$ cat config.mk
export PLATFORM = sky130hd
export DESIGN_NAME = cv32e40x_div_seq
export DESIGN_NICKNAME = d
export VERILOG_FILES = /design/src/rtl/cv32e40x_div_seq.sv
export SDC_FILE = /design/constraint.sdc
export NUM_CORES = 1
export LEC_CHECK = 0
export BUFFER_PORTS_ARGS = -buffer_cell sky130_fd_sc_hd__buf_2
export CORE_ASPECT_RATIO = 1.4
export CORE_UTILIZATION = 26
export DETAILED_ROUTE_END_ITERATION = 8
export HOLD_SLACK_MARGIN = 0.03
export PLACE_DENSITY = 0.53
export SYNTH_ARGS = -nofsm -noshare
export SYNTH_HDL_FRONTEND = slang
export SYNTH_SLANG_ARGS = --single-unit
$ cat constraint.sdc
create_clock -name clk -period 4.7 [get_ports clk]
set_input_delay 0.47 -clock clk [delete_from_list [all_inputs] [get_ports clk]]
set_output_delay 0.47 -clock clk [all_outputs]
set_load 0.05 [all_outputs]
$ cat src/rtl/cv32e40x_div_seq.sv
// cv32e40x_div_seq
// Iterative radix-2 restoring divider for RV32M DIV/DIVU/REM/REMU in the EX stage.
// One operation is in flight at a time. Operands are sampled only on accept.
//
// Ports
//   clk, rst_n          clock, asynchronous active-low reset
//   valid_i / ready_o   request handshake (ready_o = unit idle)
//   div_operator_i      2'b00 DIV, 2'b01 DIVU, 2'b10 REM, 2'b11 REMU
//   dividend_i          rs1 value
//   divisor_i           rs2 value
//   kill_i              flush; aborts any in-flight op and drops a same-cycle request
//   valid_o / ready_i   result handshake
//   result_o            quotient or remainder; holds its last value outside DONE
//
// Handshake: a transfer happens on a rising edge where valid and ready are both high.
// ready_o and valid_o are pure functions of the state register, so neither depends
// combinationally on valid_i or ready_i. valid_o and result_o stay stable until accepted.
//
// Optional feature: define CV32E40X_DIV_EARLY_EXIT_EN to finish trivial cases
// (divide by zero, signed overflow, |divisor| > |dividend|) one cycle after accept
// and to skip the leading zero bits of |dividend| in CALC.
//
// The FSM state register state_q is a typed enum for direct observation.

module cv32e40x_div_seq #(
  parameter int WIDTH          = 32,
  parameter int ITER_PER_CYCLE = 1
) (
  input  logic             clk,
  input  logic             rst_n,
  input  logic             valid_i,
  output logic             ready_o,
  input  logic [1:0]       div_operator_i,
  input  logic [WIDTH-1:0] dividend_i,
  input  logic [WIDTH-1:0] divisor_i,
  input  logic             kill_i,
  output logic             valid_o,
  input  logic             ready_i,
  output logic [WIDTH-1:0] result_o
);

  localparam int STEPS = WIDTH / ITER_PER_CYCLE;
  localparam int CNT_W = $clog2(STEPS);

  localparam logic [1:0] DIV_DIV  = 2'b00;
  localparam logic [1:0] DIV_DIVU = 2'b01;
  localparam logic [1:0] DIV_REM  = 2'b10;
  localparam logic [1:0] DIV_REMU = 2'b11;

  if (WIDTH != 32) begin : g_width_chk
    $error("cv32e40x_div_seq: only WIDTH=32 is supported");
  end
  if (ITER_PER_CYCLE != 1 && ITER_PER_CYCLE != 2) begin : g_iter_chk
    $error("cv32e40x_div_seq: ITER_PER_CYCLE must be 1 or 2");
  end

  typedef enum logic [1:0] {
    IDLE = 2'd0,
    CALC = 2'd1,
    DONE = 2'd2
  } state_e;

  state_e             state_q, state_d;
  logic [CNT_W-1:0]   cnt_q, cnt_d;
  logic [WIDTH-1:0]   rem_q, rem_d;
  logic [WIDTH-1:0]   quot_q, quot_d;
  logic [WIDTH-1:0]   divisor_q, divisor_d;
  logic [WIDTH-1:0]   result_q, result_d;
  logic               op_rem_q, op_rem_d;
  logic               neg_quot_q, neg_quot_d;
  logic               neg_rem_q, neg_rem_d;
  logic               div_zero_q, div_zero_d;

  // Operand preparation at accept
  logic             signed_op, op_rem, sign_a, sign_b, div_zero;
  logic [WIDTH-1:0] abs_a, abs_b;

  assign signed_op = (div_operator_i == DIV_DIV) || (div_operator_i == DIV_REM);
  assign op_rem    = (div_operator_i == DIV_REM) || (div_operator_i == DIV_REMU);
  assign sign_a    = signed_op & dividend_i[WIDTH-1];
  assign sign_b    = signed_op & divisor_i[WIDTH-1];
  assign abs_a     = sign_a ? -dividend_i : dividend_i;
  assign abs_b     = sign_b ? -divisor_i  : divisor_i;
  assign div_zero  = (divisor_i == '0);

  // Start conditions for CALC, optionally with early exit
  logic             early_exit;
  logic [WIDTH-1:0] early_res;
  logic [CNT_W-1:0] start_cnt;
  logic [WIDTH-1:0] start_quot;

`ifdef CV32E40X_DIV_EARLY_EXIT_EN
  logic overflow;
  assign overflow = signed_op && (dividend_i == {1'b1, {(WIDTH-1){1'b0}}}) && (divisor_i == '1);

  always_comb begin
    int msb_bits;
    int steps;
    msb_bits = 0;
    for (int i = 0; i < WIDTH; i++) begin
      if (abs_a[i]) msb_bits = i + 1;
    end
    steps = (msb_bits + ITER_PER_CYCLE - 1) / ITER_PER_CYCLE;
    if (steps == 0) steps = 1;
    start_cnt  = CNT_W'(steps - 1);
    // Pre-shift so the significant dividend bits enter the remainder first.
    start_quot = abs_a << (WIDTH - steps * ITER_PER_CYCLE);

    early_exit = div_zero || overflow || (abs_b > abs_a);
    if (op_rem)        early_res = overflow ? '0 : dividend_i;
    else if (div_zero) early_res = '1;
    else if (overflow) early_res = {1'b1, {(WIDTH-1){1'b0}}};
    else               early_res = '0;
  end
`else
  assign early_exit = 1'b0;
  assign early_res  = '0;
  assign start_cnt  = CNT_W'(STEPS - 1);
  assign start_quot = abs_a;
`endif

  // ITER_PER_CYCLE chained restoring steps
  logic [WIDTH:0]   shifted;
  logic [WIDTH-1:0] rem_n, quot_n;

  always_comb begin
    rem_n   = rem_q;
    quot_n  = quot_q;
    shifted = '0;
    for (int i = 0; i < ITER_PER_CYCLE; i++) begin
      shifted = {rem_n, quot_n[WIDTH-1]};
      quot_n  = {quot_n[WIDTH-2:0], 1'b0};
      if (shifted >= {1'b0, divisor_q}) begin
        shifted   = shifted - {1'b0, divisor_q};
        quot_n[0] = 1'b1;
      end
      rem_n = shifted[WIDTH-1:0];
    end
  end

  // Sign correction. A zero divisor bypasses quotient negation so the
  // all-ones quotient survives for signed DIV as well.
  logic [WIDTH-1:0] res_mag, res_fin;
  logic             res_neg;

  always_comb begin
    res_mag = op_rem_q ? rem_n : quot_n;
    res_neg = op_rem_q ? neg_rem_q : (neg_quot_q & ~div_zero_q);
    res_fin = res_neg ? -res_mag : res_mag;
  end

  // Next-state logic
  always_comb begin
    state_d    = state_q;
    cnt_d      = cnt_q;
    rem_d      = rem_q;
    quot_d     = quot_q;
    divisor_d  = divisor_q;
    result_d   = result_q;
    op_rem_d   = op_rem_q;
    neg_quot_d = neg_quot_q;
    neg_rem_d  = neg_rem_q;
    div_zero_d = div_zero_q;

    case (state_q)
      IDLE: begin
        if (valid_i && !kill_i) begin
          op_rem_d   = op_rem;
          neg_quot_d = sign_a ^ sign_b;
          neg_rem_d  = sign_a;
          div_zero_d = div_zero;
          divisor_d  = abs_b;
          rem_d      = '0;
          quot_d     = start_quot;
          cnt_d      = start_cnt;
          if (early_exit) begin
            state_d  = DONE;
            result_d = early_res;
          end else begin
            state_d  = CALC;
          end
        end
      end
      CALC: begin
        rem_d  = rem_n;
        quot_d = quot_n;
        cnt_d  = cnt_q - 1'b1;
        if (cnt_q == '0) begin
          state_d  = DONE;
          result_d = res_fin;
        end
      end
      DONE: begin
        if (ready_i) state_d = IDLE;
      end
      default: state_d = IDLE;
    endcase

    if (kill_i) state_d = IDLE;
  end

  always_ff @(posedge clk or negedge rst_n) begin
    if (!rst_n) begin
      state_q    <= IDLE;
      cnt_q      <= '0;
      rem_q      <= '0;
      quot_q     <= '0;
      divisor_q  <= '0;
      result_q   <= '0;
      op_rem_q   <= 1'b0;
      neg_quot_q <= 1'b0;
      neg_rem_q  <= 1'b0;
      div_zero_q <= 1'b0;
    end else begin
      state_q    <= state_d;
      cnt_q      <= cnt_d;
      rem_q      <= rem_d;
      quot_q     <= quot_d;
      divisor_q  <= divisor_d;
      result_q   <= result_d;
      op_rem_q   <= op_rem_d;
      neg_quot_q <= neg_quot_d;
      neg_rem_q  <= neg_rem_d;
      div_zero_q <= div_zero_d;
    end
  end

  assign ready_o  = (state_q == IDLE);
  assign valid_o  = (state_q == DONE);
  assign result_o = result_q;

endmodule
==> results of run 1 <==
## area by class of cell
class | instances | area, sq um | share of cell area
timing repair buffer | 125 | 684 | 0.0571
multi-input combinational | 1012 | 6380 | 0.532
sequential | 139 | 3480 | 0.290
clock inverter | 12 | 141 | 0.0118
clock buffer | 19 | 443 | 0.0370
tap | 528 | 661 | 0.0551
inverter | 52 | 195 | 0.0163
## kinds of logic after synthesis
| family | count (synthesis) | synth area share |
|---|---|---|
| AOI/OAI and AO/OA | 439 | 0.264 |
| xor gates and xnor gates | 107 | 0.0903 |
| adders and majority gates | 38 | 0.0465 |
| buffers and inverters | 129 | 0.0522 |
| DFF | 139 | 0.335 |
| muxes | 22 | 0.0216 |
| and+or+nand+nor | 406 | 0.190 |
## stage by stage
| stage | util | power [W] | setup slack, ns | cells |
|---|---|---|---|---|
| after floorplan | - | 0.00482 | 0.420 | 1280 |
| after global placement | 0.289 | 0.00607 | 0.450 | 1856 |
| after detailed placement | 0.289 | 0.00607 | 0.388 | 1856 |
| after CTS | 0.304 | 0.00747 | 0.381 | 1887 |
| after global routing | 0.304 | 0.00802 | 0.00322 | 1887 |
| final | 0.304 | 0.00746 | 0.366 | 1887 |
## worst paths after layout
kind | start | slack (ns) | cells after the start | end
worst max-delay path | rem_q[0] | 0.37 | 16 | result_o[22]
worst min-delay path | rst_n | 0.16 | 1 | div_zero_q
worst max register to register | rem_q[0] | 0.37 | 16 | result_o[22]
worst min register to register | result_o[11] | 0.47 | 2 | result_o[11]
max in group asynchronous | rst_n | 3.37 | 2 | op_rem_q
min in group clk | kill_i | 0.22 | 2 | state_q[1]
## report_power, final
part           internal [W]  switching, W
clock              0.000796      0.000567
combinational       0.00160       0.00270
sequential          0.00146      0.000341
total               0.00386       0.00361
## worst register-to-register path, cell delays in order (launching register included)
cell and delay [ns]:
dfrtp_1 0.45, ha_1 0.33, nor2b_2 0.19, o2111ai_2 0.17, a21oi_2 0.34, a31oi_2 0.16
or3_1 0.45, nand2_4 0.21, nor3_1 0.08, a21oi_1 0.23, ha_1 0.21, o311ai_1 0.13
nand4b_1 0.37, and3b_1 0.38, a21oi_1 0.10, xnor2_1 0.15, mux2_2 0.27
## flip-flops by register name, summed over array words and instances (netlist names)
name and cells:
divisor_q 32, quot_q 32, rem_q 32, result_o 32, cnt_q 5, state_q 2, div_zero_q 1, neg_quot_q 1
neg_rem_q 1, op_rem_q 1
## layer usage
metal	part of all wire	global-route usage	up-vias
met5	0	0	-
met4	0.042	0.0828	0
met3	0.045	0.0325	62
met2	0.49	0.295	261
met1	0.42	0.209	4520
li1	-	-	4769
## layout by cell type, fill, tap and decap left out, types with 13 or more instances in the layout
cell / instances
ha_1: 37
xnor2_1: 57
nand2_1: 139
dfrtp_1: 138
o21ai_1: 14
inv_1: 51
buf_2: 103
a31oi_1: 18
xor2_1: 50
nor3_1: 31
clkbuf_16: 17
nor2_1: 86
or3_1: 14
o31ai_1: 13
a22oi_1: 35
nand3_1: 39
a21oi_1: 95
a21o_1: 16
buf_4: 21
o21ai_0: 159
mux2i_1: 19
## synthesized netlist by cell type, types with 5 or more instances
| master | instances | share of area |
|---|---|---|
| o41ai_1 | 12 | 0.010 |
| clkbuf_1 | 59 | 0.021 |
| o211ai_1 | 7 | 0.0051 |
| a31oi_1 | 18 | 0.011 |
| a21oi_1 | 95 | 0.046 |
| xnor2_1 | 57 | 0.048 |
| a31o_2 | 5 | 0.0042 |
| nand3_1 | 39 | 0.019 |
| nor4_1 | 12 | 0.0072 |
| nor2_1 | 87 | 0.031 |
| a21o_1 | 16 | 0.012 |
| and2_1 | 8 | 0.0048 |
| and3_1 | 9 | 0.0054 |
| or3_1 | 14 | 0.0084 |
| o31ai_1 | 13 | 0.0094 |
| a22oi_1 | 35 | 0.025 |
| nor2b_1 | 8 | 0.0048 |
| ha_1 | 37 | 0.045 |
| o21a_1 | 6 | 0.0043 |
| nand2_1 | 140 | 0.051 |
| nand4_1 | 12 | 0.0072 |
| o21ai_1 | 14 | 0.0067 |
| xor2_1 | 50 | 0.042 |
| a211oi_1 | 6 | 0.0043 |
| o21ai_0 | 159 | 0.077 |
| dfrtp_1 | 139 | 0.34 |
| mux2i_1 | 19 | 0.018 |
| buf_2 | 12 | 0.0058 |
| nor3_1 | 31 | 0.015 |
| nand2b_1 | 10 | 0.0060 |
| inv_1 | 51 | 0.018 |
==> run metrics, run 1 <==
WHS 0.159 ns; ys flop type dfrtp_1; Post-CTS Resized 0; Final Skew 0.00928 ns; Clk Tree Root Cell clkbuf_16; WL per Instance 18.1 um; # setup viols final 0; H-tree levels 4; Finished Cell Area 0.0120 sq mm; Max rail drop VDD 0.000321 V; Worst-path clk slew 0.07 ns; synth warn 0; worst slew pin tran 1.26 ns; CP Launch Type flip-flop; cts bufs inserted 17; fill count 4320; endpoints failing hold 0; CP required 5.04 ns; gpl congestion 0.940; CTS tree yes; starting density of the core 0.264; CTS Buffer Depth 2; Nets 1456; Bufs and invs on worst path 0; Ports 105; GRT Util Overall 0.174; Worst setup EP type flip-flop; cts hold-fix bufs 0; DR vias 9612; worst-path fanout max 15; unrepaired setup endpoints after global routing no; dpl cell area 0.0114 sq mm; max_cap viols 0; Syn Area/Cell 8.11 sq um; largest net degree at the start of global routing 103; DR iter-0 viols 634; delay-heaviest family, CP simple AND/OR/NAND/NOR gates; Synth Cell Area 0.0104 sq mm; Via-to-Cell Ratio 5.09; num rows 86; Max Slew Vio Count 0; CP cell instances ha_1, nor2b_2, o2111ai_2, a21oi_2, a31oi_2, or3_1, nand2_4, nor3_1, a21oi_1, ha_1, o311ai_1, nand4b_1, and3b_1, a21oi_1, xnor2_1, mux2_2; die area 0.0407 sq mm; vias in the first global route 9448; global-route wire length before repair 54200 um; Hold Crit Class in2async; Rel. slew slack 0.162; Post-CTS Setup Inserts 0; Final min period 4.33 ns; period utilization 0.922; initial antenna violation count 0; DP HPWL 26700 um; Worst EP arrival 4.68 ns; Pleak 5.12 nW; total negative slack 0 ns; I/O Buffers 104; Mapped Nets 1389; remaining antenna violation count 0; Syn Inst Count 1280; PwrDens 623 mW/mm^2; Total Wirelength 34200 um; Core Area 0.0394 sq mm; die boundary height 238 um; clock latency at the later pin of the worst-skew pair 0.45 ns; slowest stage delay, CP 0.45 ns; outcome complete, no violations; # DRC 0; area growth from synthesis to layout 15.5%; FF+latch count, synth 139; Detailed Routing Iterations Pass 1 5; # diodes 0; grt total ovfl 0; slowest stage cell, crit path dfrtp_1; Synth cell types 82; Async SR Flop Fraction 1.00; layout cells sized above 1 0.143; sequential share of the synthesized area 0.335; fmax 231 MHz; EDFF count, synth 0; CTS sink cnt 139; Chip Width 171 um; CP Class reg2reg
No activity file was read; power rests on OpenSTA's default activity.
==> run 2, diff against run 1 <==
Settings changed: CORE_ASPECT_RATIO 1.4 to 0.8.
==> run 2 against run 1 <==
Against the previous run:
- first-iteration DRC count is 26% higher
- clock skew is 0.0072 ns higher
- register-to-register slack worse by 0.08 ns
- global-route usage is 0.28 points higher
- largest power group unchanged
- clock power is 3% lower
- non-clock buffer count is 11 higher
==> run metrics, run 2 (synthesized netlist as in run 1, its figures left out) <==
outcome complete, no violations; internal power 0.00381 W (-1.2%); layout cells sized above 1 0.152 (+0.00896); DP HPWL 27800 um (+4.0%); register area 0.00348 sq mm (unchanged); dpl ws 0.137 ns (-0.250 ns); worst slew pin tran 1.18 ns (-0.0793 ns); CP Launch Type flip-flop; Routed met1 length 17300 um (+20%); Chip Width 225 um (+32%); Psw 0.00373 W (+3.3%); CTS Buffer Depth 2 (unchanged); PwrDens 625 mW/mm^2 (+0.36%); Top Metal Used met4; vias in the first global route 9505 (+0.60%); CP required 5.03 ns (about the same); H-tree levels 4 (unchanged); # DRC 0 (unchanged); num rows 65 (-24%); sequential power share 0.233 (-0.009); Clk pwr share 0.175 (-0.008); post-route insts no fill 1907 (+1.1%); Max rail drop VDD 0.000243 V (-24%); total negative slack 0 ns (unchanged); commonest non-fill, non-tap cell in the layout o21ai_0; max_cap viols 0 (unchanged); area of the multi-input gates 0.00638 sq mm (about the same); most frequent cells in the layout o21ai_0, nand2_1, dfrtp_1; # diodes 0 (unchanged); Max Slew Vio Count 0 (unchanged); fmax 226 MHz (-1.8%); WHS 0.222 ns (+0.0628 ns); die boundary height 181 um (-24%); slowest stage delay, CP 0.49 ns (+0.04 ns); Nets 1467 (+0.76%); period utilization 0.939 (+0.0173); # setup viols final 0 (unchanged); Worst EP arrival 4.74 ns (+0.06 ns); largest net degree at the start of global routing 69 (-33%); Final Skew 0.0164 ns (+0.00717 ns); DR vias 9904 (+3.0%); unrepaired setup endpoints after global routing no; slowest stage cell, crit path o211ai_1; CTS sink cnt 139 (unchanged); Total Wirelength 35500 um (+3.6%); Rel. slew slack 0.216 (+0.0538); area growth from synthesis to layout 16.1%; Worst-path clk slew 0.07 ns (about the same); I/O Buffers 104 (unchanged); Comb pwr share 0.592 (+0.016); global-route wire length before repair 55400 um (+2.2%); Clk Tree Root Cell clkbuf_16; Core Area 0.0394 sq mm (about the same); GRT Util Overall 0.176 (+0.00277); WL per Instance 18.6 um (+2.5%); Reg-to-Reg Start quot_q[31]; cts bufs inserted 17 (unchanged); metal2 WL 16200 um (-3.4%); Pleak 5.17 nW (+0.98%); Final Util 0.306 (+0.00193); post-route setup slack 0.285 ns (-0.0815 ns); Worst setup EP type flip-flop; CP cell instances inv_1, ha_1, inv_1, fa_1, a21oi_1, o221ai_1, o211ai_1, a31oi_1, o21ai_0, nor4b_1, buf_4, or4_1, and3_1, nand4_1, o41ai_1, xor2_1, o21ai_1; critical path startpoint quot_q[31]; DR iter-0 viols 802 (+26%); Via-to-Cell Ratio 5.19 (+2.0%); worst-path fanout max 4 (-11); Detailed Routing Iterations Pass 1 5 (unchanged); Sw Ratio 0.494 (+0.0112); crit-path most repeated cell inv_1; Ports 105 (unchanged); endpoints failing hold 0 (unchanged); cell count after placement 1874 (+0.97%); remaining antenna violation count 0 (unchanged); CTS tree yes; grt total ovfl 0 (unchanged); Post-CTS Setup Inserts 0 (unchanged); Routed met3 length 1620 um (+6.0%); clock latency at the later pin of the worst-skew pair 0.46 ns (about the same); Hold Crit Class in2reg; CP Class reg2reg; die area 0.0407 sq mm (about the same); flop2flop setup slack 0.28 ns (-0.08 ns); hold wc startpoint kill_i; Final min period 4.42 ns (+0.0815 ns); fill count 4257 (-1.5%); initial antenna violation count 0 (unchanged); starting density of the core 0.264 (about the same); gpl congestion 0.897 (-4.6%)
## run 2: worst paths after layout
check                      cells past startpoint             to
min reg2reg                                    1       cnt_q[4]
max in group asynchronous                      3  divisor_q[20]
min in group asynchronous                      2    result_o[4]
max                                           17   result_o[31]
min                                            2     state_q[1]
max reg2reg                                   17   result_o[31]
## run 2: cell type report
cell class | count | area share
repair buffers | 136 | 0.0638
clock inverters | 15 | 0.0108
flip-flops and latches | 139 | 0.289
clock buffers | 17 | 0.0353
well taps | 536 | 0.0556
multi-input cells | 1012 | 0.530
inverters | 52 | 0.0162
## run 2: per-layer routing
| layer | GRT usage | vias up |
|---|---|---|
| met5 | 0 | - |
| met4 | 0.0356 | 0 |
| met3 | 0.0268 | 24 |
| met2 | 0.275 | 240 |
| met1 | 0.256 | 4834 |
| li1 | - | 4806 |
## run 2: through the flow
step / total power, W / instance area (sq um)
floorplan: 0.00482 / 10400
global placement: 0.00619 / 11500
detailed placement: 0.00619 / 11500
CTS: 0.00753 / 12100
global route: 0.00809 / 12100
finish: 0.00753 / 12100
## run 2: critical path, delay by kind of cell, from the launching register on
| kind | cells | cell delay (ns) |
|---|---|---|
| AO/OA/AOI/OAI | 7 | 1.89 |
| buffers and inverters | 3 | 0.39 |
| adder cells (fa/ha/maj) | 2 | 0.62 |
| XOR/XNOR | 1 | 0.21 |
| AND/OR/NAND/NOR | 4 | 0.78 |
| flip-flops | 1 | 0.39 |
## run 2: power groups by stage
stage | Sequential [W] | Combinational [W] | Clock, W
2_1_floorplan | 0.00169 | 0.00313 | 0
5_1_grt | 0.00179 | 0.00490 | 0.00140
4_1_cts | 0.00175 | 0.00443 | 0.00134
3_5_place_dp | 0.00177 | 0.00441 | 0
3_3_place_gp | 0.00177 | 0.00442 | 0
6_report | 0.00176 | 0.00446 | 0.00132
## run 2: repair_timing
action	CTS	global route
gates resized for setup	0	2
setup endpoints to repair	0	10
hold endpoints to repair	49	0
hold buffers	1	0
==> run 3, diff against run 2 <==
Settings changed: BUFFER_PORTS_ARGS -buffer_cell sky130_fd_sc_hd__buf_2 to -buffer_cell sky130_fd_sc_hd__buf_4.
==> run 3 against run 2 <==
Against the previous run:
- non-clock buffer count down 7
- setup slack worse by 0.082 ns
- clock power up 7%
- sequential share of layout area down 0.60 points
- via count up 0.57%
- first-iteration DRC count up 27%
- largest cell class unchanged
- design area up 2.1%
- sequential cell count unchanged
- combinational power down 2%
- critical path type unchanged
- clock skew down 0.0061 ns
- utilization up 0.65 points
- critical path depth down 3
==> run metrics, run 3 (synthesized netlist as in run 1, its figures left out) <==
die area 0.0407 sq mm (unchanged); Chip Width 225 um (unchanged); Final Total Pwr 0.00754 W (about the same); grt total ovfl 0 (unchanged); I/O Buffers 104 (unchanged); Pleak 5.20 nW (+0.59%); die boundary height 181 um (unchanged); worst setup path endpoint result_o[31]; CP Class reg2reg; vias in the first global route 9196 (-3.3%); slowest stage cell, crit path or3_1; total negative slack 0 ns (unchanged); worst r2r path cells 14 (-3); Hold Crit Class in2reg; delay-heaviest family, CP compound AO/OA/AOI/OAI gates; starting density of the core 0.264 (unchanged); Worst-path clk slew 0.07 ns (about the same); Levels on crit path 14 (-3); fmax 222 MHz (-1.8%); layout cells sized above 1 0.147 (-0.00508); CP required 5.03 ns (about the same); clock latency at the later pin of the worst-skew pair 0.45 ns (about the same); largest net degree at the start of global routing 68 (-1.4%); Max rail drop VDD 0.000357 V (+47%); critical path startpoint rem_q[5]; commonest non-fill, non-tap cell in the layout o21ai_0; most frequent cells in the layout o21ai_0, nand2_1, dfrtp_1; gpl congestion 0.892 (-0.61%); period utilization 0.957 (+0.0175); Via-to-Cell Ratio 5.24 (+0.94%); H-tree levels 4 (unchanged); CP cell instances ha_1, a21o_1, a21oi_1, o211ai_1, a31oi_2, or3_1, nand2_4, buf_4, mux2i_1, a31o_2, nand4_2, o41ai_1, xor2_1, o21ai_1; Ports 105 (unchanged); CTS sink cnt 139 (unchanged); Worst setup EP type flip-flop; max_cap viols 0 (unchanged); CP Launch Type flip-flop; # DRC 0 (unchanged); Worst EP arrival 4.83 ns (+0.09 ns); initial antenna violation count 1 (+1); worst slew pin tran 1.12 ns (-0.0528 ns); remaining antenna violation count 0 (unchanged); Rel. slew slack 0.249 (+0.0336); Bufs and invs on worst path 1 (-2); num rows 65 (unchanged); DR iter-0 viols 1016 (+27%); CTS tree yes; Clk Tree Root Cell clkbuf_16; cts bufs inserted 17 (unchanged); Reg-to-Reg Start rem_q[5]; Total Wirelength 35000 um (-1.4%); unrepaired setup endpoints after global routing no; PwrDens 612 mW/mm^2 (-2.1%); DR vias 9960 (+0.57%); slowest stage delay, CP 0.45 ns (-0.04 ns); WL per Instance 18.4 um (-1.0%); Final Util 0.313 (+0.00652); fill count 4258 (+0.023%); Final Skew 0.0103 ns (-0.00614 ns); # setup viols final 0 (unchanged); # diodes 0 (unchanged); DP HPWL 27200 um (-1.9%); reg-to-reg endpoint result_o[31]; GRT Util Overall 0.173 (-0.00337); worst-path fanout max 16 (+12); Core Area 0.0394 sq mm (unchanged); Final min period 4.50 ns (+0.0822 ns); flop2flop setup slack 0.20 ns (-0.08 ns); global-route wire length before repair 54400 um (-1.7%); area growth from synthesis to layout 18.6%; outcome complete, no violations; CTS Buffer Depth 2 (unchanged); Nets 1460 (-0.48%); Detailed Routing Iterations Pass 1 7 (+2); Max Slew Vio Count 0 (unchanged); endpoints failing hold 0 (unchanged)
[run 3: cell count changes in the layout (fill, tap and decap cells not counted), moves of 2 or more]
cell        previous run  this run
buf_4                 31       127
buf_2                103         0
inv_8                  2         0
bufinv_16              0         2
clkinvlp_4             2         4
clkinv_4               4         2
a21oi_2                3         1
[run 3: how the worst min path moves through the flow]
stage,cells after the start,end,startpoint
2_1_floorplan,0,cnt_q[0],rst_n
3_3_place_gp,1,result_o[4],rst_n
3_5_place_dp,2,divisor_q[24],divisor_q[24]
4_1_cts,2,state_q[1],kill_i
5_1_grt,2,state_q[1],kill_i
6_report,2,state_q[1],kill_i
[run 3: metal layers]
metal,vias to the layer above,part of all wire,GRT usage
li1,4786,-,-
met1,4877,0.48,0.251
met2,273,0.46,0.266
met3,24,0.049,0.0254
met4,0,0.014,0.0454
met5,-,0,0
[run 3: worst reg2reg max path, delay by kind of cell (launching register included)]
kind                     cells  cell delay (ns)
AO/OA/AOI/OAI                7             1.65
XOR/XNOR                     1             0.30
adder cells (fa/ha/maj)      1             0.44
buffers and inverters        1             0.33
flip-flops                   1             0.42
multiplexers                 1             0.39
AND/OR/NAND/NOR              3             0.86
[run 3: area by class of cell]
| cell class | instances | area, sq um | area share |
|---|---|---|---|
| clock buffer | 18 | 439 | 0.0357 |
| timing repair buffer | 129 | 975 | 0.0792 |
| inverter | 52 | 195 | 0.0159 |
| sequential | 139 | 3480 | 0.283 |
| multi-input combinational | 1012 | 6390 | 0.519 |
| clock inverter | 14 | 160 | 0.0130 |
| tap | 536 | 671 | 0.0545 |
[run 3: repair_timing]
action / CTS / global route
gates resized for setup: 0 / 2
setup buffers: 0 / 1
hold endpoints to repair: 51 / 0
hold buffers: 1 / 0
setup endpoints to repair: 0 / 3
[run 3: through the flow]
step           hold WS (ns)  std cells  area, sq um  setup WS (ns)
6_report              0.204       1900        12300          0.202
5_1_grt               0.193       1900        12300         0.0232
4_1_cts               0.182       1899        12300          0.194
3_5_place_dp          0.470       1866        11700          0.223
3_3_place_gp          0.466       1866        11700          0.298
2_1_floorplan         0.174       1280        10400          0.420
[run 3: report_power, final]
part / leakage (nW) / switching, W / internal [W]
clock network: 0.281 / 0.000607 / 0.000806
logic: 3.14 / 0.00275 / 0.00163
registers: 1.78 / 0.000288 / 0.00146
total: 5.20 / 0.00364 / 0.00390
